==> config.mk <==
export PLATFORM = sky130hd
export DESIGN_NAME = holy_lite_data_port_flat
export DESIGN_NICKNAME = d
export VERILOG_FILES = /design/src/rtl/holy_lite_data_port_if.sv /design/src/rtl/holy_lite_data_port.sv /design/src/flat_wrapper.sv
export SDC_FILE = /design/constraint.sdc
export NUM_CORES = 1
export LEC_CHECK = 0
export BUFFER_PORTS_ARGS = -buffer_cell sky130_fd_sc_hd__buf_2
export CAP_MARGIN = 25
export CORE_MARGIN = 4
export CORE_UTILIZATION = 30
export CTS_CLUSTER_DIAMETER = 40
export CTS_CLUSTER_SIZE = 8
export DETAILED_ROUTE_END_ITERATION = 8
export PLACE_DENSITY_LB_ADDON = 0.15
export SLEW_MARGIN = 20
export SYNTH_ARGS = -nofsm -noshare
export SYNTH_HDL_FRONTEND = slang
export SYNTH_HIERARCHICAL = 1
export SYNTH_SLANG_ARGS = --single-unit
==> constraint.sdc <==
create_clock -name clk -period 9.2 [get_ports clk]
set_input_delay 1.84 -clock clk [delete_from_list [all_inputs] [get_ports clk]]
set_output_delay 1.84 -clock clk [all_outputs]
set_load 0.03 [all_outputs]
==> src/rtl/holy_lite_data_port_if.sv <==
// Shared types and the AXI-Lite bus bundle for the holy_lite data port.
// Latency: n/a (type and interface declarations only).
// Backpressure: n/a; the valid/ready pairs are carried unchanged between master and slave.
//
// holy_lite_pkg::cache_state_t : FSM state exported to the arbiter.
// axi_lite_if                  : AXI-Lite channels AW/W/B/AR/R, 32-bit data, ADDR_WIDTH address.

package holy_lite_pkg;
    typedef enum logic [2:0] {
        IDLE                     = 3'd0,
        LITE_SENDING_WRITE_REQ   = 3'd1,
        LITE_WAITING_WRITE_RES   = 3'd2,
        LITE_SENDING_READ_REQ    = 3'd3,
        LITE_RECEIVING_READ_DATA = 3'd4
    } cache_state_t;
endpackage

interface axi_lite_if #(
    parameter int ADDR_WIDTH = 32
);
    logic [ADDR_WIDTH-1:0] awaddr;
    logic                  awvalid;
    logic                  awready;
    logic [31:0]           wdata;
    logic [3:0]            wstrb;
    logic                  wvalid;
    logic                  wready;
    logic [1:0]            bresp;
    logic                  bvalid;
    logic                  bready;
    logic [ADDR_WIDTH-1:0] araddr;
    logic                  arvalid;
    logic                  arready;
    logic [31:0]           rdata;
    logic [1:0]            rresp;
    logic                  rvalid;
    logic                  rready;

    modport master (
        output awaddr, awvalid, wdata, wstrb, wvalid, bready, araddr, arvalid, rready,
        input  awready, wready, bresp, bvalid, arready, rdata, rresp, rvalid
    );

    modport slave (
        input  awaddr, awvalid, wdata, wstrb, wvalid, bready, araddr, arvalid, rready,
        output awready, wready, bresp, bvalid, arready, rdata, rresp, rvalid
    );
endinterface

==> src/rtl/holy_lite_data_port.sv <==
// CPU data port: posted-write buffer draining to an AXI-Lite master, reads ordered behind writes.
// Latency: writes post in 0 cycles when the buffer has room; reads return the cycle after the R handshake.
// Backpressure: cache_stall holds the CPU while the buffer is full (write) or until read data returns (read).
//
// Ports: clk, rst_n (async active-low); CPU side address/write_data/byte_enable/read_enable/write_enable,
//        read_data, cache_stall; axi_lite (master); cache_state, wb_count status.
// Build option: define HOLY_LITE_BUS_ERR_EN to add bus_err / bus_err_addr, a one-cycle pulse
//        carrying the failing address when bresp or rresp is non-zero.

// Generic FIFO used as the posted-write buffer. No pass-through: push is refused when the
// occupancy at the start of the cycle equals DEPTH, even if a pop happens in the same cycle.
// Latency: one cycle from push to head; Backpressure: full_o, pushes while full are dropped.
module holy_lite_wb_fifo #(
    parameter int WIDTH = 8,
    parameter int DEPTH = 4
) (
    input  logic                     clk,
    input  logic                     rst_n,
    input  logic                     push_i,
    input  logic [WIDTH-1:0]         push_dat_i,
    input  logic                     pop_i,
    output logic [WIDTH-1:0]         head_dat_o,
    output logic [$clog2(DEPTH):0]   count_o,
    output logic                     full_o,
    output logic                     empty_o
);
    localparam int PW = $clog2(DEPTH);
    localparam int CW = PW + 1;

    logic [WIDTH-1:0] mem_q [DEPTH];
    logic [PW-1:0]    wr_ptr_q, wr_ptr_d;
    logic [PW-1:0]    rd_ptr_q, rd_ptr_d;
    logic [CW-1:0]    count_q, count_d;
    logic             do_push, do_pop;

    assign full_o     = (count_q == CW'(DEPTH));
    assign empty_o    = (count_q == '0);
    assign do_push    = push_i && !full_o;
    assign do_pop     = pop_i && !empty_o;
    assign head_dat_o = mem_q[rd_ptr_q];
    assign count_o    = count_q;

    always_comb begin
        wr_ptr_d = wr_ptr_q;
        rd_ptr_d = rd_ptr_q;
        count_d  = count_q;
        if (do_push) begin
            wr_ptr_d = wr_ptr_q + PW'(1);
        end
        if (do_pop) begin
            rd_ptr_d = rd_ptr_q + PW'(1);
        end
        if (do_push && !do_pop) begin
            count_d = count_q + CW'(1);
        end else if (!do_push && do_pop) begin
            count_d = count_q - CW'(1);
        end
    end

    always_ff @(posedge clk or negedge rst_n) begin
        if (!rst_n) begin
            wr_ptr_q <= '0;
            rd_ptr_q <= '0;
            count_q  <= '0;
        end else begin
            wr_ptr_q <= wr_ptr_d;
            rd_ptr_q <= rd_ptr_d;
            count_q  <= count_d;
        end
    end

    // Storage needs no reset: entries are only read once the pointers say they are valid.
    always_ff @(posedge clk) begin
        if (do_push) begin
            mem_q[wr_ptr_q] <= push_dat_i;
        end
    end
endmodule

module holy_lite_data_port
    import holy_lite_pkg::*;
#(
    parameter int WB_DEPTH   = 4,
    parameter int ADDR_WIDTH = 32
) (
    input  logic                      clk,
    input  logic                      rst_n,
    input  logic [ADDR_WIDTH-1:0]     address,
    input  logic [31:0]               write_data,
    input  logic [3:0]                byte_enable,
    input  logic                      read_enable,
    input  logic                      write_enable,
    output logic [31:0]               read_data,
    output logic                      cache_stall,
    output cache_state_t              cache_state,
    output logic [$clog2(WB_DEPTH):0] wb_count,
`ifdef HOLY_LITE_BUS_ERR_EN
    output logic                      bus_err,
    output logic [ADDR_WIDTH-1:0]     bus_err_addr,
`endif
    axi_lite_if.master                axi_lite
);
    localparam int CW    = $clog2(WB_DEPTH) + 1;
    localparam int ENT_W = ADDR_WIDTH + 32 + 4;

    cache_state_t          state_q, state_d;
    logic                  aw_pend_q, aw_pend_d;
    logic                  w_pend_q, w_pend_d;
    logic [ADDR_WIDTH-1:0] araddr_q, araddr_d;
    logic [31:0]           read_data_q, read_data_d;
    logic                  rd_done_q, rd_done_d;

    logic                  wr_req, rd_req, rd_hs;
    logic                  wb_push, wb_pop, wb_full, wb_empty;
    logic [ENT_W-1:0]      wb_head;
    logic [ADDR_WIDTH-1:0] head_addr;
    logic [31:0]           head_data;
    logic [3:0]            head_be;
    logic [CW-1:0]         wb_count_w;

    // A read wins over a simultaneous write; the write is dropped, not deferred.
    assign wr_req  = write_enable && (|byte_enable) && !read_enable;
    // rd_done_q marks the cycle the CPU consumes read_data, so the still-held
    // request is not mistaken for a new read.
    assign rd_req  = read_enable && !rd_done_q;
    assign wb_push = wr_req && !wb_full;
    assign wb_pop  = (state_q == LITE_WAITING_WRITE_RES) && axi_lite.bvalid;
    assign rd_hs   = (state_q == LITE_RECEIVING_READ_DATA) && axi_lite.rvalid;

    holy_lite_wb_fifo #(
        .WIDTH (ENT_W),
        .DEPTH (WB_DEPTH)
    ) u_wb (
        .clk        (clk),
        .rst_n      (rst_n),
        .push_i     (wb_push),
        .push_dat_i ({address, write_data, byte_enable}),
        .pop_i      (wb_pop),
        .head_dat_o (wb_head),
        .count_o    (wb_count_w),
        .full_o     (wb_full),
        .empty_o    (wb_empty)
    );

    assign {head_addr, head_data, head_be} = wb_head;

    always_comb begin
        state_d     = state_q;
        aw_pend_d   = aw_pend_q;
        w_pend_d    = w_pend_q;
        araddr_d    = araddr_q;
        read_data_d = read_data_q;
        rd_done_d   = 1'b0;
        case (state_q)
            IDLE: begin
                // Buffered writes drain before any read so reads see prior writes.
                if (!wb_empty) begin
                    state_d   = LITE_SENDING_WRITE_REQ;
                    aw_pend_d = 1'b1;
                    w_pend_d  = 1'b1;
                end else if (rd_req) begin
                    state_d  = LITE_SENDING_READ_REQ;
                    araddr_d = address;
                end
            end
            LITE_SENDING_WRITE_REQ: begin
                // AW and W complete independently; leave once both have handshaken.
                aw_pend_d = aw_pend_q && !axi_lite.awready;
                w_pend_d  = w_pend_q && !axi_lite.wready;
                if (!aw_pend_d && !w_pend_d) begin
                    state_d = LITE_WAITING_WRITE_RES;
                end
            end
            LITE_WAITING_WRITE_RES: begin
                if (axi_lite.bvalid) begin
                    state_d = IDLE;
                end
            end
            LITE_SENDING_READ_REQ: begin
                if (axi_lite.arready) begin
                    state_d = LITE_RECEIVING_READ_DATA;
                end
            end
            LITE_RECEIVING_READ_DATA: begin
                if (axi_lite.rvalid) begin
                    read_data_d = axi_lite.rdata;
                    rd_done_d   = 1'b1;
                    state_d     = IDLE;
                end
            end
            default: begin
                state_d = IDLE;
            end
        endcase
    end

    always_ff @(posedge clk or negedge rst_n) begin
        if (!rst_n) begin
            state_q     <= IDLE;
            aw_pend_q   <= 1'b0;
            w_pend_q    <= 1'b0;
            araddr_q    <= '0;
            read_data_q <= '0;
            rd_done_q   <= 1'b0;
        end else begin
            state_q     <= state_d;
            aw_pend_q   <= aw_pend_d;
            w_pend_q    <= w_pend_d;
            araddr_q    <= araddr_d;
            read_data_q <= read_data_d;
            rd_done_q   <= rd_done_d;
        end
    end

    // Write channel fields come straight from the buffer head, which cannot
    // move until the B handshake, so they stay stable while valid is high.
    assign axi_lite.awvalid = (state_q == LITE_SENDING_WRITE_REQ) && aw_pend_q;
    assign axi_lite.wvalid  = (state_q == LITE_SENDING_WRITE_REQ) && w_pend_q;
    assign axi_lite.awaddr  = head_addr;
    assign axi_lite.wdata   = head_data;
    assign axi_lite.wstrb   = head_be;
    assign axi_lite.bready  = (state_q == LITE_WAITING_WRITE_RES);
    assign axi_lite.arvalid = (state_q == LITE_SENDING_READ_REQ);
    assign axi_lite.araddr  = araddr_q;
    assign axi_lite.rready  = (state_q == LITE_RECEIVING_READ_DATA);

    assign cache_stall = (wr_req && wb_full) || rd_req;
    assign read_data   = read_data_q;
    assign cache_state = state_q;
    assign wb_count    = wb_count_w;

`ifdef HOLY_LITE_BUS_ERR_EN
    logic                  bus_err_q;
    logic [ADDR_WIDTH-1:0] bus_err_addr_q;

    always_ff @(posedge clk or negedge rst_n) begin
        if (!rst_n) begin
            bus_err_q      <= 1'b0;
            bus_err_addr_q <= '0;
        end else begin
            bus_err_q <= 1'b0;
            if (wb_pop && (axi_lite.bresp != 2'b00)) begin
                bus_err_q      <= 1'b1;
                bus_err_addr_q <= head_addr;
            end else if (rd_hs && (axi_lite.rresp != 2'b00)) begin
                bus_err_q      <= 1'b1;
                bus_err_addr_q <= araddr_q;
            end
        end
    end

    assign bus_err      = bus_err_q;
    assign bus_err_addr = bus_err_addr_q;
`endif
endmodule

==> src/flat_wrapper.sv <==
// flat-port wrapper written by rule: the top's interface ports become plain ports
module holy_lite_data_port_flat import holy_lite_pkg::*;
#(
    parameter int WB_DEPTH   = 4,
    parameter int ADDR_WIDTH = 32
)
  (clk, rst_n, address, write_data, byte_enable, read_enable, write_enable, read_data, cache_stall, cache_state, wb_count, axi_lite_awaddr, axi_lite_awvalid, axi_lite_wdata, axi_lite_wstrb, axi_lite_wvalid, axi_lite_bready, axi_lite_araddr, axi_lite_arvalid, axi_lite_rready, axi_lite_awready, axi_lite_wready, axi_lite_bresp, axi_lite_bvalid, axi_lite_arready, axi_lite_rdata, axi_lite_rresp, axi_lite_rvalid);
  axi_lite_if #(.ADDR_WIDTH(ADDR_WIDTH)) axi_lite_i ();
  input  logic clk;
  input  logic rst_n;
  input  logic [ADDR_WIDTH-1:0] address;
  input  logic [31:0] write_data;
  input  logic [3:0] byte_enable;
  input  logic read_enable;
  input  logic write_enable;
  output logic [31:0] read_data;
  output logic cache_stall;
  output cache_state_t cache_state;
  output logic [$clog2(WB_DEPTH):0] wb_count;
  output wire logic [$bits(axi_lite_i.awaddr)-1:0] axi_lite_awaddr;
  output wire logic [$bits(axi_lite_i.awvalid)-1:0] axi_lite_awvalid;
  output wire logic [$bits(axi_lite_i.wdata)-1:0] axi_lite_wdata;
  output wire logic [$bits(axi_lite_i.wstrb)-1:0] axi_lite_wstrb;
  output wire logic [$bits(axi_lite_i.wvalid)-1:0] axi_lite_wvalid;
  output wire logic [$bits(axi_lite_i.bready)-1:0] axi_lite_bready;
  output wire logic [$bits(axi_lite_i.araddr)-1:0] axi_lite_araddr;
  output wire logic [$bits(axi_lite_i.arvalid)-1:0] axi_lite_arvalid;
  output wire logic [$bits(axi_lite_i.rready)-1:0] axi_lite_rready;
  input wire logic [$bits(axi_lite_i.awready)-1:0] axi_lite_awready;
  input wire logic [$bits(axi_lite_i.wready)-1:0] axi_lite_wready;
  input wire logic [$bits(axi_lite_i.bresp)-1:0] axi_lite_bresp;
  input wire logic [$bits(axi_lite_i.bvalid)-1:0] axi_lite_bvalid;
  input wire logic [$bits(axi_lite_i.arready)-1:0] axi_lite_arready;
  input wire logic [$bits(axi_lite_i.rdata)-1:0] axi_lite_rdata;
  input wire logic [$bits(axi_lite_i.rresp)-1:0] axi_lite_rresp;
  input wire logic [$bits(axi_lite_i.rvalid)-1:0] axi_lite_rvalid;
  assign axi_lite_awaddr = axi_lite_i.awaddr;
  assign axi_lite_awvalid = axi_lite_i.awvalid;
  assign axi_lite_wdata = axi_lite_i.wdata;
  assign axi_lite_wstrb = axi_lite_i.wstrb;
  assign axi_lite_wvalid = axi_lite_i.wvalid;
  assign axi_lite_bready = axi_lite_i.bready;
  assign axi_lite_araddr = axi_lite_i.araddr;
  assign axi_lite_arvalid = axi_lite_i.arvalid;
  assign axi_lite_rready = axi_lite_i.rready;
  assign axi_lite_i.awready = axi_lite_awready;
  assign axi_lite_i.wready = axi_lite_wready;
  assign axi_lite_i.bresp = axi_lite_bresp;
  assign axi_lite_i.bvalid = axi_lite_bvalid;
  assign axi_lite_i.arready = axi_lite_arready;
  assign axi_lite_i.rdata = axi_lite_rdata;
  assign axi_lite_i.rresp = axi_lite_rresp;
  assign axi_lite_i.rvalid = axi_lite_rvalid;
  holy_lite_data_port #(.WB_DEPTH(WB_DEPTH), .ADDR_WIDTH(ADDR_WIDTH)) u_core (.clk(clk), .rst_n(rst_n), .address(address), .write_data(write_data), .byte_enable(byte_enable), .read_enable(read_enable), .write_enable(write_enable), .read_data(read_data), .cache_stall(cache_stall), .cache_state(cache_state), .wb_count(wb_count), .axi_lite(axi_lite_i));
endmodule
==> report_table.html, run 1 <==
<table>
<tr><th>Metric</th><th>Value</th></tr>
<tr><th colspan="2">Clocking</th></tr>
<tr><td>TritonCTS clock tree</td><td>done</td></tr>
<tr><td>Number of sinks handled by clock tree synthesis</td><td>349</td></tr>
<tr><td>Number of gates given a new drive strength after cts</td><td>0</td></tr>
<tr><td>Number of buffers inserted for hold repair after clock tree synthesis</td><td>0</td></tr>
<tr><td>Number of buffers created by CTS</td><td>60</td></tr>
<tr><td>Clock Root Buffer</td><td>sky130_fd_sc_hd__clkbuf_16</td></tr>
<tr><td>Total setup buffers inserted after CTS</td><td>0</td></tr>
<tr><td>Clk_lat worst skew</td><td>0.59 ns</td></tr>
<tr><td>Clock Pin Slew Worst Setup and Hold Paths</td><td>0.04 ns</td></tr>
<tr><td>CTS H-tree lvls</td><td>2</td></tr>
<tr><td>Clock tree buffer depth</td><td>3</td></tr>
<tr><th colspan="2">GRT</th></tr>
<tr><td>Total gr overflow</td><td>0</td></tr>
<tr><td>Global-route wire length before repair</td><td>44,100 um</td></tr>
<tr><td>Largest net degree at the start of global routing</td><td>58</td></tr>
<tr><td>Vias in the first global route</td><td>7,295</td></tr>
<tr><td>Antenna violations before repair</td><td>0</td></tr>
<tr><td>GR Util All Layers</td><td>12.1%</td></tr>
<tr><th colspan="2">Timing</th></tr>
<tr><td>Slew of the pin with the lowest slew margin</td><td>0.920 ns</td></tr>
<tr><td>Hold Worst Slack</td><td>0.502 ns</td></tr>
<tr><td>Final number of max-transition violations</td><td>0</td></tr>
<tr><td>Headroom to the max-slew limit</td><td>38.6%</td></tr>
<tr><td>Total negative setup slack</td><td>0 ns</td></tr>
<tr><td>Final clock period utilization by the worst path</td><td>53.5%</td></tr>
<tr><td>Fin Clk Skew</td><td>0.0212 ns</td></tr>
<tr><td>Peak Freq</td><td>203 MHz</td></tr>
<tr><td>Unrepaired setup endpoints after global routing</td><td>no</td></tr>
<tr><td>Number of hold-slack violations in the final timing report</td><td>0</td></tr>
<tr><td>Final-report setup violation count</td><td>0</td></tr>
<tr><td>Final period demand of the worst path</td><td>4.93 ns</td></tr>
<tr><th colspan="2">Synth</th></tr>
<tr><td>Number of flops mapped to enable cells by yosys</td><td>272</td></tr>
<tr><td>Multiplexer share of the synthesized area</td><td>18.8%</td></tr>
<tr><td>Syn. warnings</td><td>6</td></tr>
<tr><td>Syn nets</td><td>693</td></tr>
<tr><td>Simple-gate share of the synthesized area</td><td>1.46%</td></tr>
<tr><td>Post-synthesis xor/xnor area fraction</td><td>0.393%</td></tr>
<tr><td>Synth Flop Type</td><td>sky130_fd_sc_hd__edfxtp_1</td></tr>
<tr><td>Post-synthesis cell area</td><td>13,400 um^2</td></tr>
<tr><td>Compound-Gate Fraction of Synth Area</td><td>0.636%</td></tr>
<tr><td>Portion of the post-synthesis area used by sequential elements</td><td>75.4%</td></tr>
<tr><td>Most frequently used cell type in the post-synthesis netlist</td><td>sky130_fd_sc_hd__edfxtp_1</td></tr>
<tr><td>Share of the synthesized area in the top cell type</td><td>61.0%</td></tr>
<tr><td>Most used standard cells in the synthesized netlist</td><td>sky130_fd_sc_hd__edfxtp_1, sky130_fd_sc_hd__dfrtp_1, sky130_fd_sc_hd__mux4_2, sky130_fd_sc_hd__mux2_4, sky130_fd_sc_hd__buf_12</td></tr>
<tr><td>Post-synth ARST share</td><td>22.1%</td></tr>
<tr><td>Distinct cells, synth</td><td>38</td></tr>
<tr><td>Main combinational cell family by area after synthesis</td><td>multiplexers</td></tr>
<tr><td>Arithmetic-cell share of the synthesized area counting full adders, half adders and majority gates</td><td>0.617%</td></tr>
<tr><td>Flip-flop and latch count after synthesis</td><td>349</td></tr>
<tr><td>Count of mapped cells out of synthesis</td><td>574</td></tr>
<tr><td>Leading post-synthesis cells by cell area</td><td>sky130_fd_sc_hd__edfxtp_1, sky130_fd_sc_hd__dfrtp_1, sky130_fd_sc_hd__mux4_2</td></tr>
<tr><td>Largest area contributor in the synthesized netlist</td><td>sky130_fd_sc_hd__edfxtp_1</td></tr>
<tr><td>Average cell area after synthesis</td><td>23.3 um^2</td></tr>
<tr><th colspan="2">Worst hold path</th></tr>
<tr><td>Hold Path Class</td><td>reg2reg</td></tr>
<tr><th colspan="2">Routing</th></tr>
<tr><td>Detail-routed net length per standard cell</td><td>19.4 um</td></tr>
<tr><td>Final WL</td><td>29,300 um</td></tr>
<tr><td>Post-route DRC</td><td>0</td></tr>
<tr><td>First DRT Iteration DRCs</td><td>357</td></tr>
<tr><td>Vias per cell</td><td>4.40</td></tr>
<tr><td>Post-DRT Antenna Nets</td><td>0</td></tr>
<tr><td>Total number of vias</td><td>6,644</td></tr>
<tr><td>Count of TritonRoute iterations in the first routing pass</td><td>4</td></tr>
<tr><th colspan="2">Setup path</th></tr>
<tr><td>Launching element type of the critical path</td><td>flip-flop</td></tr>
<tr><td>Worst Path Max Fanout</td><td>43</td></tr>
<tr><td>Worst path slowest cell</td><td>sky130_fd_sc_hd__buf_4</td></tr>
<tr><td>Kind of critical path</td><td>reg2out</td></tr>
<tr><td>Critical path, cell by cell</td><td>buf_4, mux4_2, buf_2</td></tr>
<tr><td>Delay of the slowest cell on the worst path</td><td>0.84 ns</td></tr>
<tr><td>Critical Path RT</td><td>7.36 ns</td></tr>
<tr><td>Type of destination of the critical path</td><td>output pin</td></tr>
<tr><td>Crit path arrival time</td><td>3.09 ns</td></tr>
<tr><th colspan="2">Die</th></tr>
<tr><td>Floorplan die height</td><td>219 um</td></tr>
<tr><td>Core region area</td><td>44,100 um^2</td></tr>
<tr><td>DIE AREA</td><td>48,000 um^2</td></tr>
<tr><td>Standard-cell row count</td><td>77</td></tr>
<tr><td>Starting density of the core</td><td>30.3%</td></tr>
<tr><td>Horizontal extent of the die</td><td>219 um</td></tr>
<tr><td>I/O pin cnt</td><td>257</td></tr>
<tr><th colspan="2">Outcome</th></tr>
<tr><td>Outcome</td><td>complete, no violations</td></tr>
<tr><th colspan="2">Placed design</th></tr>
<tr><td>Final weighted congestion in routability-driven placement</td><td>0.693</td></tr>
<tr><td>Post-DP HPWL</td><td>17,500 um</td></tr>
<tr><td>Quantity of I/O buffers inserted on ports</td><td>252</td></tr>
<tr><td>Instance count after placement with tap cells included</td><td>1,400</td></tr>
<tr><th colspan="2">Layout</th></tr>
<tr><td>Post-route non-filler standard cell count</td><td>1,511</td></tr>
<tr><td>Final standard cell utilization of the core</td><td>38.8%</td></tr>
<tr><td>Fraction of final layout cells sized beyond drive strength 1</td><td>53.6%</td></tr>
<tr><td>FILL cells</td><td>4,133</td></tr>
<tr><td>NumNets Final</td><td>989</td></tr>
<tr><td>Area delta synth-&gt;final</td><td>27.8%</td></tr>
<tr><th colspan="2">Power and ir drop</th></tr>
<tr><td>Peak supply drop</td><td>0.169 mV</td></tr>
<tr><td>Leakage power total</td><td>0.00662 uW</td></tr>
<tr><td>Power Density</td><td>369 nW/um^2</td></tr>
<tr><th colspan="2">Run</th></tr>
<tr><td>Max_cap viols</td><td>0</td></tr>
</table>
## cells by family after synthesis
logic type,Yosys count
AOI/OAI and AO/OA,12
muxes,135
adders and majority gates,6
xor gates and xnor gates,6
buffers and inverters,35
DFF,349
and+or+nand+nor,31
## metal layers
layer	vias up	wire length (um)	global-route usage, %
met2	244	13100	18.4
met4	0	682	3.79
met3	60	2590	5.07
met1	3413	12900	15.9
li1	2927	-	-
met5	-	0	0
## metrics by stage
| step | power (uW) | cell area [um^2] | setup slack (ns) |
|---|---|---|---|
| 2_1_floorplan | 3740 | 13400 | 4.66 |
| 3_3_place_gp | 4240 | 15100 | 4.46 |
| 3_5_place_dp | 4250 | 15100 | 4.46 |
| 4_1_cts | 6430 | 17100 | 4.07 |
| 5_1_grt | 6630 | 17100 | 3.97 |
| 6_report | 6310 | 17100 | 4.27 |
## state kept, by name, indices dropped and copies added, names as in the netlist
register / cells
u_core/u_wb/mem_q: 272
u_core/axi_lite.araddr: 32
u_core/read_data: 32
u_core/cache_state: 3
u_core/u_wb/count_o: 3
u_core/u_wb/rd_ptr_q: 2
u_core/u_wb/wr_ptr_q: 2
u_core/aw_pend_q: 1
u_core/rd_done_q: 1
u_core/w_pend_q: 1
## placed cells by master, fill, tap and decap left out, types with 2 or more instances in the layout
cell type	count
sky130_fd_sc_hd__nand2_1	2
sky130_fd_sc_hd__dfrtp_1	75
sky130_fd_sc_hd__dfrtp_4	2
sky130_fd_sc_hd__nor2b_1	3
sky130_fd_sc_hd__buf_4	9
sky130_fd_sc_hd__a21oi_1	2
sky130_fd_sc_hd__nand2_2	2
sky130_fd_sc_hd__inv_1	8
sky130_fd_sc_hd__nor2_1	5
sky130_fd_sc_hd__mux2_2	7
sky130_fd_sc_hd__clkinv_1	2
sky130_fd_sc_hd__clkbuf_8	4
sky130_fd_sc_hd__a21o_1	4
sky130_fd_sc_hd__xor2_1	2
sky130_fd_sc_hd__mux4_2	68
sky130_fd_sc_hd__bufinv_16	5
sky130_fd_sc_hd__and2_4	5
sky130_fd_sc_hd__edfxtp_1	272
sky130_fd_sc_hd__clkinvlp_4	4
sky130_fd_sc_hd__mux2_4	60
sky130_fd_sc_hd__clkinv_4	2
sky130_fd_sc_hd__ha_1	5
sky130_fd_sc_hd__nor3_1	4
sky130_fd_sc_hd__xnor2_1	4
sky130_fd_sc_hd__clkbuf_1	24
sky130_fd_sc_hd__buf_2	251
sky130_fd_sc_hd__clkbuf_16	63
sky130_fd_sc_hd__o21ai_0	2
sky130_fd_sc_hd__clkinv_2	5
## final cells by class
type / instances / area (um^2) / share of cell area, %
multi-input combinational: 190 / 2940 / 17.2
antenna: 1 / 2.50 / 0.0146
clock inverter: 19 / 246 / 1.44
timing repair buffer: 260 / 1320 / 7.74
clock buffer: 91 / 1720 / 10.1
inverter: 9 / 33.8 / 0.197
sequential: 349 / 10100 / 59.1
tap: 592 / 741 / 4.33
## worst paths after layout
kind | from | to | slack (ns) | depth (start not counted)
setup / recovery | u_core/u_wb/rd_ptr_q[0] | axi_lite_awaddr[25] | 4.27 | 3
hold / removal | u_core/axi_lite.araddr[28] | u_core/axi_lite.araddr[28] | 0.50 | 1
hold reg to reg | u_core/axi_lite.araddr[28] | u_core/axi_lite.araddr[28] | 0.50 | 1
setup reg to reg | u_core/u_wb/count_o[2] | u_core/u_wb/mem_q[2][24] | 6.32 | 5
min in group asynchronous | rst_n | u_core/axi_lite.araddr[8] | 1.15 | 1
max in group asynchronous | rst_n | u_core/u_wb/rd_ptr_q[0] | 6.84 | 2
## worst max-delay path, delay by kind of cell, from the launching register on
family / cells / cell delay, ns
flip-flops: 1 / 0.83
multiplexers: 1 / 0.61
buffers and inverters: 2 / 1.04
## where the power goes
| part | leakage, uW | switching (uW) | total (uW) | internal (uW) |
|---|---|---|---|---|
| clock network | 0.000943 | 712 | 2130 | 1420 |
| registers | 0.00343 | 205 | 2210 | 2000 |
| logic | 0.00225 | 1200 | 1970 | 764 |
Note: power is estimated with default switching activity, not from simulation.
==> inputs of run 2 (changes only) <==
==> constraint.sdc (replaced) <==
create_clock -name clk -period 4.1 [get_ports clk]
set_input_delay 0.82 -clock clk [delete_from_list [all_inputs] [get_ports clk]]
set_output_delay 0.82 -clock clk [all_outputs]
set_load 0.03 [all_outputs]
==> run 2 against run 1 <==
Clock power grew 120%. Worst hold slack got worse by 0.15 ns. Non-clock buffer count up 8. Worst setup slack lost 3.5 ns. Via count shrank 0.20%. Sequential power up 130%. Critical endpoint is now axi_lite_awaddr[7]. Final cell count is 0.20% higher. Total power is 120% higher. Sequential share of layout area is 0.27 points lower. Combinational power up 130%.
==> report_table.html, run 2 (same netlist as run 1, synthesis figures left out) <==
<table>
<tr><th>Metric</th><th>Value</th></tr>
<tr><th colspan="2">Clocking</th></tr>
<tr><td>TritonCTS clock tree</td><td>done</td></tr>
<tr><td>Number of gates given a new drive strength after cts</td><td>0</td></tr>
<tr><td>Total setup buffers inserted after CTS</td><td>0</td></tr>
<tr><td>CTS H-tree lvls</td><td>2</td></tr>
<tr><td>Clock Pin Slew Worst Setup and Hold Paths</td><td>0.05 ns</td></tr>
<tr><td>Number of buffers created by CTS</td><td>60</td></tr>
<tr><td>Number of buffers inserted for hold repair after clock tree synthesis</td><td>0</td></tr>
<tr><td>Clk_lat worst skew</td><td>0.58 ns</td></tr>
<tr><td>Number of sinks handled by clock tree synthesis</td><td>349</td></tr>
<tr><td>Clock Root Buffer</td><td>sky130_fd_sc_hd__clkbuf_16</td></tr>
<tr><td>Clock tree buffer depth</td><td>3</td></tr>
<tr><th colspan="2">Routing</th></tr>
<tr><td>Post-DRT Antenna Nets</td><td>0</td></tr>
<tr><td>Detail-routed net length per standard cell</td><td>19.3 um</td></tr>
<tr><td>First DRT Iteration DRCs</td><td>402</td></tr>
<tr><td>Total number of vias</td><td>6,631</td></tr>
<tr><td>Post-route DRC</td><td>0</td></tr>
<tr><td>Final WL</td><td>29,300 um</td></tr>
<tr><td>Count of TritonRoute iterations in the first routing pass</td><td>4</td></tr>
<tr><td>Vias per cell</td><td>4.38</td></tr>
<tr><th colspan="2">Power and ir drop</th></tr>
<tr><td>Clk network pwr share</td><td>32.7%</td></tr>
<tr><td>Leakage power total</td><td>0.00666 uW</td></tr>
<tr><td>Psw</td><td>4770 uW</td></tr>
<tr><td>Sequential share of power</td><td>35.5%</td></tr>
<tr><td>Peak supply drop</td><td>0.454 mV</td></tr>
<tr><td>Power Density</td><td>818 nW/um^2</td></tr>
<tr><td>Internal power component</td><td>9280 uW</td></tr>
<tr><td>Switching part of the total power</td><td>33.9%</td></tr>
<tr><td>Combinational share of power</td><td>31.8%</td></tr>
<tr><td>Total power</td><td>14,100 uW</td></tr>
<tr><th colspan="2">Die</th></tr>
<tr><td>Horizontal extent of the die</td><td>219 um</td></tr>
<tr><td>Floorplan die height</td><td>219 um</td></tr>
<tr><td>Starting density of the core</td><td>30.3%</td></tr>
<tr><td>I/O pin cnt</td><td>257</td></tr>
<tr><td>Core region area</td><td>44,100 um^2</td></tr>
<tr><td>Standard-cell row count</td><td>77</td></tr>
<tr><td>DIE AREA</td><td>48,000 um^2</td></tr>
<tr><th colspan="2">Layout</th></tr>
<tr><td>Leading cell type in the layout, fill and taps excluded</td><td>sky130_fd_sc_hd__edfxtp_1</td></tr>
<tr><td>Top register by number of flip-flops</td><td>u_core/u_wb/mem_q</td></tr>
<tr><td>Fraction of final layout cells sized beyond drive strength 1</td><td>54.4%</td></tr>
<tr><td>Number of diodes added for antenna fixing</td><td>0</td></tr>
<tr><td>NumNets Final</td><td>997</td></tr>
<tr><td>Final standard cell utilization of the core</td><td>39.0%</td></tr>
<tr><td>Max FFs per register</td><td>272</td></tr>
<tr><td>Commonest cells after routing, fill and taps aside</td><td>sky130_fd_sc_hd__edfxtp_1, sky130_fd_sc_hd__buf_2, sky130_fd_sc_hd__dfrtp_1</td></tr>
<tr><td>Area delta synth-&gt;final</td><td>28.4%</td></tr>
<tr><th colspan="2">Timing</th></tr>
<tr><td>Unrepaired setup endpoints after global routing</td><td>no</td></tr>
<tr><td>Hold Worst Slack</td><td>0.352 ns</td></tr>
<tr><td>Final number of max-transition violations</td><td>0</td></tr>
<tr><td>Final worst setup slack</td><td>0.738 ns</td></tr>
<tr><td>Headroom to the max-slew limit</td><td>42.5%</td></tr>
<tr><td>Fin Clk Skew</td><td>0.0117 ns</td></tr>
<tr><td>Peak Freq</td><td>297 MHz</td></tr>
<tr><td>Number of hold-slack violations in the final timing report</td><td>0</td></tr>
<tr><td>Final clock period utilization by the worst path</td><td>82.0%</td></tr>
<tr><td>Final period demand of the worst path</td><td>3.36 ns</td></tr>
<tr><td>Total negative setup slack</td><td>0 ns</td></tr>
<tr><td>Final-report setup violation count</td><td>0</td></tr>
<tr><td>Slew of the pin with the lowest slew margin</td><td>0.863 ns</td></tr>
<tr><th colspan="2">Setup path</th></tr>
<tr><td>Critical Path RT</td><td>3.28 ns</td></tr>
<tr><td>Kind of critical path</td><td>reg2out</td></tr>
<tr><td>Worst Path Max Fanout</td><td>29</td></tr>
<tr><td>Launching element type of the critical path</td><td>flip-flop</td></tr>
<tr><td>Crit path arrival time</td><td>2.54 ns</td></tr>
<tr><td>Type of destination of the critical path</td><td>output pin</td></tr>
<tr><th colspan="2">GRT</th></tr>
<tr><td>Vias in the first global route</td><td>7,367</td></tr>
<tr><td>Antenna violations before repair</td><td>0</td></tr>
<tr><td>Total gr overflow</td><td>0</td></tr>
<tr><td>Global-route wire length before repair</td><td>44,500 um</td></tr>
<tr><td>Largest net degree at the start of global routing</td><td>60</td></tr>
<tr><td>GR Util All Layers</td><td>12.2%</td></tr>
<tr><th colspan="2">Placed design</th></tr>
<tr><td>Post-DP HPWL</td><td>18,100 um</td></tr>
<tr><td>Quantity of I/O buffers inserted on ports</td><td>252</td></tr>
<tr><td>Worst setup slack after placement</td><td>0.843 ns</td></tr>
<tr><td>Final weighted congestion in routability-driven placement</td><td>0.707</td></tr>
<tr><th colspan="2">Run</th></tr>
<tr><td>Max_cap viols</td><td>0</td></tr>
<tr><th colspan="2">Worst hold path</th></tr>
<tr><td>Hold Path Class</td><td>in2async</td></tr>
<tr><th colspan="2">Outcome</th></tr>
<tr><td>Outcome</td><td>complete, no violations</td></tr>
</table>
-- run 2: path summary, 6_finish.rpt --
check	endpoint	cells after the start	slack, ns	start
worst max-delay path	axi_lite_awaddr[7]	3	0.74	u_core/u_wb/rd_ptr_q[0]
max in group asynchronous	u_core/u_wb/rd_ptr_q[0]	2	2.90	rst_n
worst max register to register	u_core/u_wb/count_o[2]	9	1.65	u_core/u_wb/count_o[2]
worst min register to register	u_core/axi_lite.araddr[9]	1	0.50	u_core/axi_lite.araddr[9]
min in group clk	u_core/cache_state[2]	2	0.45	axi_lite_rvalid
worst min-delay path	u_core/axi_lite.araddr[10]	1	0.35	rst_n
-- run 2: cell type report --
cell class	count	area, um^2
Multi-Input combinational cell	190	2940
Inverter	9	33.8
Clock buffer	85	1680
Timing Repair Buffer	268	1500
Tap cell	592	741
Fill cell	4118	26900
Clock inverter	21	201
Sequential cell	349	10100
-- run 2: routing by layer --
metal  vias up  global-route usage, %  part of all wire [%]
met1      3406                   15.9                    44
met5         -                      0                     0
li1       2936                      -                     -
met2       223                   18.2                    44
met3        66                   4.72                   8.7
met4         0                   4.80                   2.8
-- run 2: critical path, cell delays in order, from the launching register on --
cell	delay, ns
sky130_fd_sc_hd__dfrtp_4	0.87
sky130_fd_sc_hd__buf_12	0.30
sky130_fd_sc_hd__mux4_2	0.55
sky130_fd_sc_hd__buf_2	0.20
-- run 2: power by group through the flow --
| stage | sequential [uW] | combinational, uW | clock [uW] |
|---|---|---|---|
| floorplan | 5450 | 2940 | 0 |
| global placement | 5050 | 4570 | 0 |
| detailed placement | 5050 | 4580 | 0 |
| CTS | 5020 | 4580 | 4750 |
| global route | 5090 | 4770 | 4920 |
| finish | 4980 | 4470 | 4600 |
-- run 2: through the flow --
stage	cells	instance area, um^2
2_1_floorplan	574	13400
3_5_place_dp	1408	15300
3_3_place_gp	1407	15300
5_1_grt	1514	17200
4_1_cts	1514	17200
6_report	1514	17200
==> inputs of run 3 (changes only) <==
--- a/config.mk
+++ b/config.mk
@@ -5,6 +5,7 @@
 export SDC_FILE = /design/constraint.sdc
 export NUM_CORES = 1
 export LEC_CHECK = 0
+export ABC_AREA = 1
 export BUFFER_PORTS_ARGS = -buffer_cell sky130_fd_sc_hd__buf_2
 export CAP_MARGIN = 25
 export CORE_MARGIN = 4
==> constraint.sdc (replaced) <==
create_clock -name clk -period 3.4 [get_ports clk]
set_input_delay 0.68 -clock clk [delete_from_list [all_inputs] [get_ports clk]]
set_output_delay 0.68 -clock clk [all_outputs]
set_load 0.03 [all_outputs]
==> run 3 against run 2 <==
Clock-buffer cell count decreased by 1. Die area up 6.0%. Clock power rose by 20%. Critical path type unchanged. Largest cell class unchanged.
==> report_table.html, run 3 <==
<table>
<tr><th>Metric</th><th>Value</th></tr>
<tr><th colspan="2">Layout</th></tr>
<tr><td>Post-route non-filler standard cell count</td><td>2,133</td></tr>
<tr><td>Top register by number of flip-flops</td><td>u_core/u_wb/mem_q</td></tr>
<tr><td>Max FFs per register</td><td>272</td></tr>
<tr><td>Commonest cells after routing, fill and taps aside</td><td>sky130_fd_sc_hd__nand2_1, sky130_fd_sc_hd__edfxtp_1, sky130_fd_sc_hd__buf_2</td></tr>
<tr><td>Final standard cell utilization of the core</td><td>38.6%</td></tr>
<tr><td>Fraction of final layout cells sized beyond drive strength 1</td><td>24.8%</td></tr>
<tr><td>Area delta synth-&gt;final</td><td>26.6%</td></tr>
<tr><td>NumNets Final</td><td>1,598</td></tr>
<tr><td>Leading cell type in the layout, fill and taps excluded</td><td>sky130_fd_sc_hd__nand2_1</td></tr>
<tr><td>FILL cells</td><td>4,561</td></tr>
<tr><th colspan="2">Synth</th></tr>
<tr><td>Average cell area after synthesis</td><td>11.9 um^2</td></tr>
<tr><td>Synth Flop Type</td><td>sky130_fd_sc_hd__edfxtp_1</td></tr>
<tr><td>Count of mapped cells out of synthesis</td><td>1,193</td></tr>
<tr><td>Syn nets</td><td>1,312</td></tr>
<tr><td>Leading post-synthesis cells by cell area</td><td>sky130_fd_sc_hd__edfxtp_1, sky130_fd_sc_hd__dfrtp_1, sky130_fd_sc_hd__nand2_1</td></tr>
<tr><td>Flip-flop and latch count after synthesis</td><td>349</td></tr>
<tr><td>Distinct cells, synth</td><td>25</td></tr>
<tr><td>Most used standard cells in the synthesized netlist</td><td>sky130_fd_sc_hd__nand2_1, sky130_fd_sc_hd__edfxtp_1, sky130_fd_sc_hd__inv_1, sky130_fd_sc_hd__o211ai_1, sky130_fd_sc_hd__dfrtp_1</td></tr>
<tr><td>Most frequently used cell type in the post-synthesis netlist</td><td>sky130_fd_sc_hd__nand2_1</td></tr>
<tr><td>Number of flops mapped to enable cells by yosys</td><td>272</td></tr>
<tr><td>Largest area contributor in the synthesized netlist</td><td>sky130_fd_sc_hd__edfxtp_1</td></tr>
<tr><td>Post-synth ARST share</td><td>22.1%</td></tr>
<tr><td>Share of the synthesized area in the top cell type</td><td>57.4%</td></tr>
<tr><td>Portion of the post-synthesis area used by sequential elements</td><td>71.0%</td></tr>
<tr><td>Syn. warnings</td><td>6</td></tr>
<tr><td>Post-synthesis cell area</td><td>14,200 um^2</td></tr>
<tr><th colspan="2">Timing</th></tr>
<tr><td>Final clock period utilization by the worst path</td><td>85.6%</td></tr>
<tr><td>Fin Clk Skew</td><td>0.0211 ns</td></tr>
<tr><td>Final number of max-transition violations</td><td>0</td></tr>
<tr><td>Final worst setup slack</td><td>0.489 ns</td></tr>
<tr><td>Number of hold-slack violations in the final timing report</td><td>0</td></tr>
<tr><td>Final period demand of the worst path</td><td>2.91 ns</td></tr>
<tr><td>Total negative setup slack</td><td>0 ns</td></tr>
<tr><td>Slew of the pin with the lowest slew margin</td><td>0.977 ns</td></tr>
<tr><td>Peak Freq</td><td>344 MHz</td></tr>
<tr><td>Unrepaired setup endpoints after global routing</td><td>no</td></tr>
<tr><td>Final-report setup violation count</td><td>0</td></tr>
<tr><td>Headroom to the max-slew limit</td><td>34.8%</td></tr>
<tr><th colspan="2">Power and ir drop</th></tr>
<tr><td>Leakage power total</td><td>0.00793 uW</td></tr>
<tr><td>Total power</td><td>17,400 uW</td></tr>
<tr><td>Power Density</td><td>965 nW/um^2</td></tr>
<tr><td>Peak supply drop</td><td>0.620 mV</td></tr>
<tr><th colspan="2">GRT</th></tr>
<tr><td>Antenna violations before repair</td><td>3</td></tr>
<tr><td>Largest net degree at the start of global routing</td><td>76</td></tr>
<tr><td>Total gr overflow</td><td>0</td></tr>
<tr><td>Global-route wire length before repair</td><td>53,600 um</td></tr>
<tr><td>Vias in the first global route</td><td>9,279</td></tr>
<tr><td>GR Util All Layers</td><td>13.5%</td></tr>
<tr><th colspan="2">Clocking</th></tr>
<tr><td>Number of buffers inserted for hold repair after clock tree synthesis</td><td>0</td></tr>
<tr><td>Clock Root Buffer</td><td>sky130_fd_sc_hd__clkbuf_16</td></tr>
<tr><td>Clock Pin Slew Worst Setup and Hold Paths</td><td>0.05 ns</td></tr>
<tr><td>Total setup buffers inserted after CTS</td><td>0</td></tr>
<tr><td>TritonCTS clock tree</td><td>done</td></tr>
<tr><td>Number of buffers created by CTS</td><td>61</td></tr>
<tr><td>Clk_lat worst skew</td><td>0.60 ns</td></tr>
<tr><td>Number of gates given a new drive strength after cts</td><td>0</td></tr>
<tr><td>Clock tree buffer depth</td><td>3</td></tr>
<tr><td>Number of sinks handled by clock tree synthesis</td><td>349</td></tr>
<tr><td>CTS H-tree lvls</td><td>2</td></tr>
<tr><th colspan="2">Placed design</th></tr>
<tr><td>Quantity of I/O buffers inserted on ports</td><td>252</td></tr>
<tr><td>Worst setup slack after placement</td><td>0.536 ns</td></tr>
<tr><td>Final weighted congestion in routability-driven placement</td><td>0.734</td></tr>
<tr><td>Instance count after placement with tap cells included</td><td>2,023</td></tr>
<tr><td>Post-DP HPWL</td><td>21,200 um</td></tr>
<tr><th colspan="2">Setup path</th></tr>
<tr><td>Launching element type of the critical path</td><td>flip-flop</td></tr>
<tr><td>Critical Path RT</td><td>2.72 ns</td></tr>
<tr><td>Crit path from</td><td>u_core/u_wb/rd_ptr_q[0]</td></tr>
<tr><td>Type of destination of the critical path</td><td>output pin</td></tr>
<tr><td>Worst Path Max Fanout</td><td>75</td></tr>
<tr><td>Beginning of the worst register-to-register path</td><td>u_core/u_wb/count_o[0]</td></tr>
<tr><td>Kind of critical path</td><td>reg2out</td></tr>
<tr><td>Crit path arrival time</td><td>2.23 ns</td></tr>
<tr><th colspan="2">Die</th></tr>
<tr><td>DIE AREA</td><td>50,900 um^2</td></tr>
<tr><td>Floorplan die height</td><td>226 um</td></tr>
<tr><td>I/O pin cnt</td><td>257</td></tr>
<tr><td>Horizontal extent of the die</td><td>226 um</td></tr>
<tr><td>Core region area</td><td>46,700 um^2</td></tr>
<tr><td>Standard-cell row count</td><td>79</td></tr>
<tr><td>Starting density of the core</td><td>30.5%</td></tr>
<tr><th colspan="2">Routing</th></tr>
<tr><td>Count of TritonRoute iterations in the first routing pass</td><td>4</td></tr>
<tr><td>Vias per cell</td><td>4.31</td></tr>
<tr><td>Final WL</td><td>34,200 um</td></tr>
<tr><td>Post-route DRC</td><td>0</td></tr>
<tr><td>Total number of vias</td><td>9,202</td></tr>
<tr><td>Detail-routed net length per standard cell</td><td>16.1 um</td></tr>
<tr><td>First DRT Iteration DRCs</td><td>401</td></tr>
<tr><td>Post-DRT Antenna Nets</td><td>0</td></tr>
<tr><th colspan="2">Worst hold path</th></tr>
<tr><td>Hold Path Class</td><td>in2async</td></tr>
<tr><th colspan="2">Run</th></tr>
<tr><td>Max_cap viols</td><td>0</td></tr>
<tr><th colspan="2">Outcome</th></tr>
<tr><td>Outcome</td><td>complete, no violations</td></tr>
</table>
-- run 3: worst paths after layout --
| check | end | depth (start not counted) | slack, ns |
|---|---|---|---|
| max reg2reg | u_core/u_wb/count_o[2] | 13 | 0.98 |
| min | u_core/axi_lite.araddr[10] | 1 | 0.20 |
| min reg2reg | u_core/read_data[10] | 2 | 0.47 |
| max | axi_lite_awaddr[23] | 6 | 0.49 |
| min in group clk | u_core/read_data[13] | 3 | 0.28 |
| max in group asynchronous | u_core/read_data[29] | 2 | 2.38 |
-- run 3: cells by family (layout without fill, tap and decap cells) --
| group | count (synthesis) | after routing | synth area share (%) |
|---|---|---|---|
| AND/OR/NAND/NOR | 401 | 401 | 10.8 |
| flip-flops | 349 | 349 | 71.0 |
| buffers and inverters | 262 | 592 | 8.98 |
| AO/OA/AOI/OAI | 174 | 174 | 8.53 |
| adder cells (fa/ha/maj) | 6 | 6 | 0.581 |
| XOR/XNOR | 1 | 1 | 0.0616 |
| other | 0 | 3 | 0 |
-- run 3: cell type report --
class,instances,area (um^2),share of cell area [%]
Timing Repair Buffer,280,1600,8.88
Clock buffer,84,1700,9.42
Multi-Input combinational cell,582,2880,16.0
Antenna cell,3,7.51,0.0417
Sequential cell,349,10100,56.1
Tap cell,607,759,4.22
Inverter,205,779,4.33
Clock inverter,23,186,1.04
-- run 3: routing by layer --
| metal | track usage (%) | wire [um] | vias up |
|---|---|---|---|
| li1 | - | - | 4574 |
| met1 | 17.4 | 15000 | 4328 |
| met2 | 21.5 | 16000 | 254 |
| met3 | 5.20 | 2730 | 46 |
| met4 | 3.71 | 585 | 0 |
| met5 | 0 | 0 | - |
-- run 3: worst max-delay path, cell delays in order, from the launching register on --
cell and delay [ns]:
sky130_fd_sc_hd__dfrtp_1 0.44, sky130_fd_sc_hd__inv_8 0.36, sky130_fd_sc_hd__buf_12 0.29, sky130_fd_sc_hd__nand2_1 0.08, sky130_fd_sc_hd__o211ai_1 0.09, sky130_fd_sc_hd__nand2_1 0.13
sky130_fd_sc_hd__buf_2 0.20
-- run 3: per-stage QoR --
stage	hold slack [ns]	cell area (um^2)
after floorplan	0.384	14200
after global placement	0.457	16100
after detailed placement	0.459	16100
after CTS	0.210	18000
after global routing	0.242	18000
final	0.201	18000
-- run 3: power by group --
part           leakage (uW)  switching, uW  total (uW)  internal [uW]
sequential          0.00342            318        5700           5380
clock              0.000907           1990        5510           3520
combinational       0.00360           4510        6160           1650
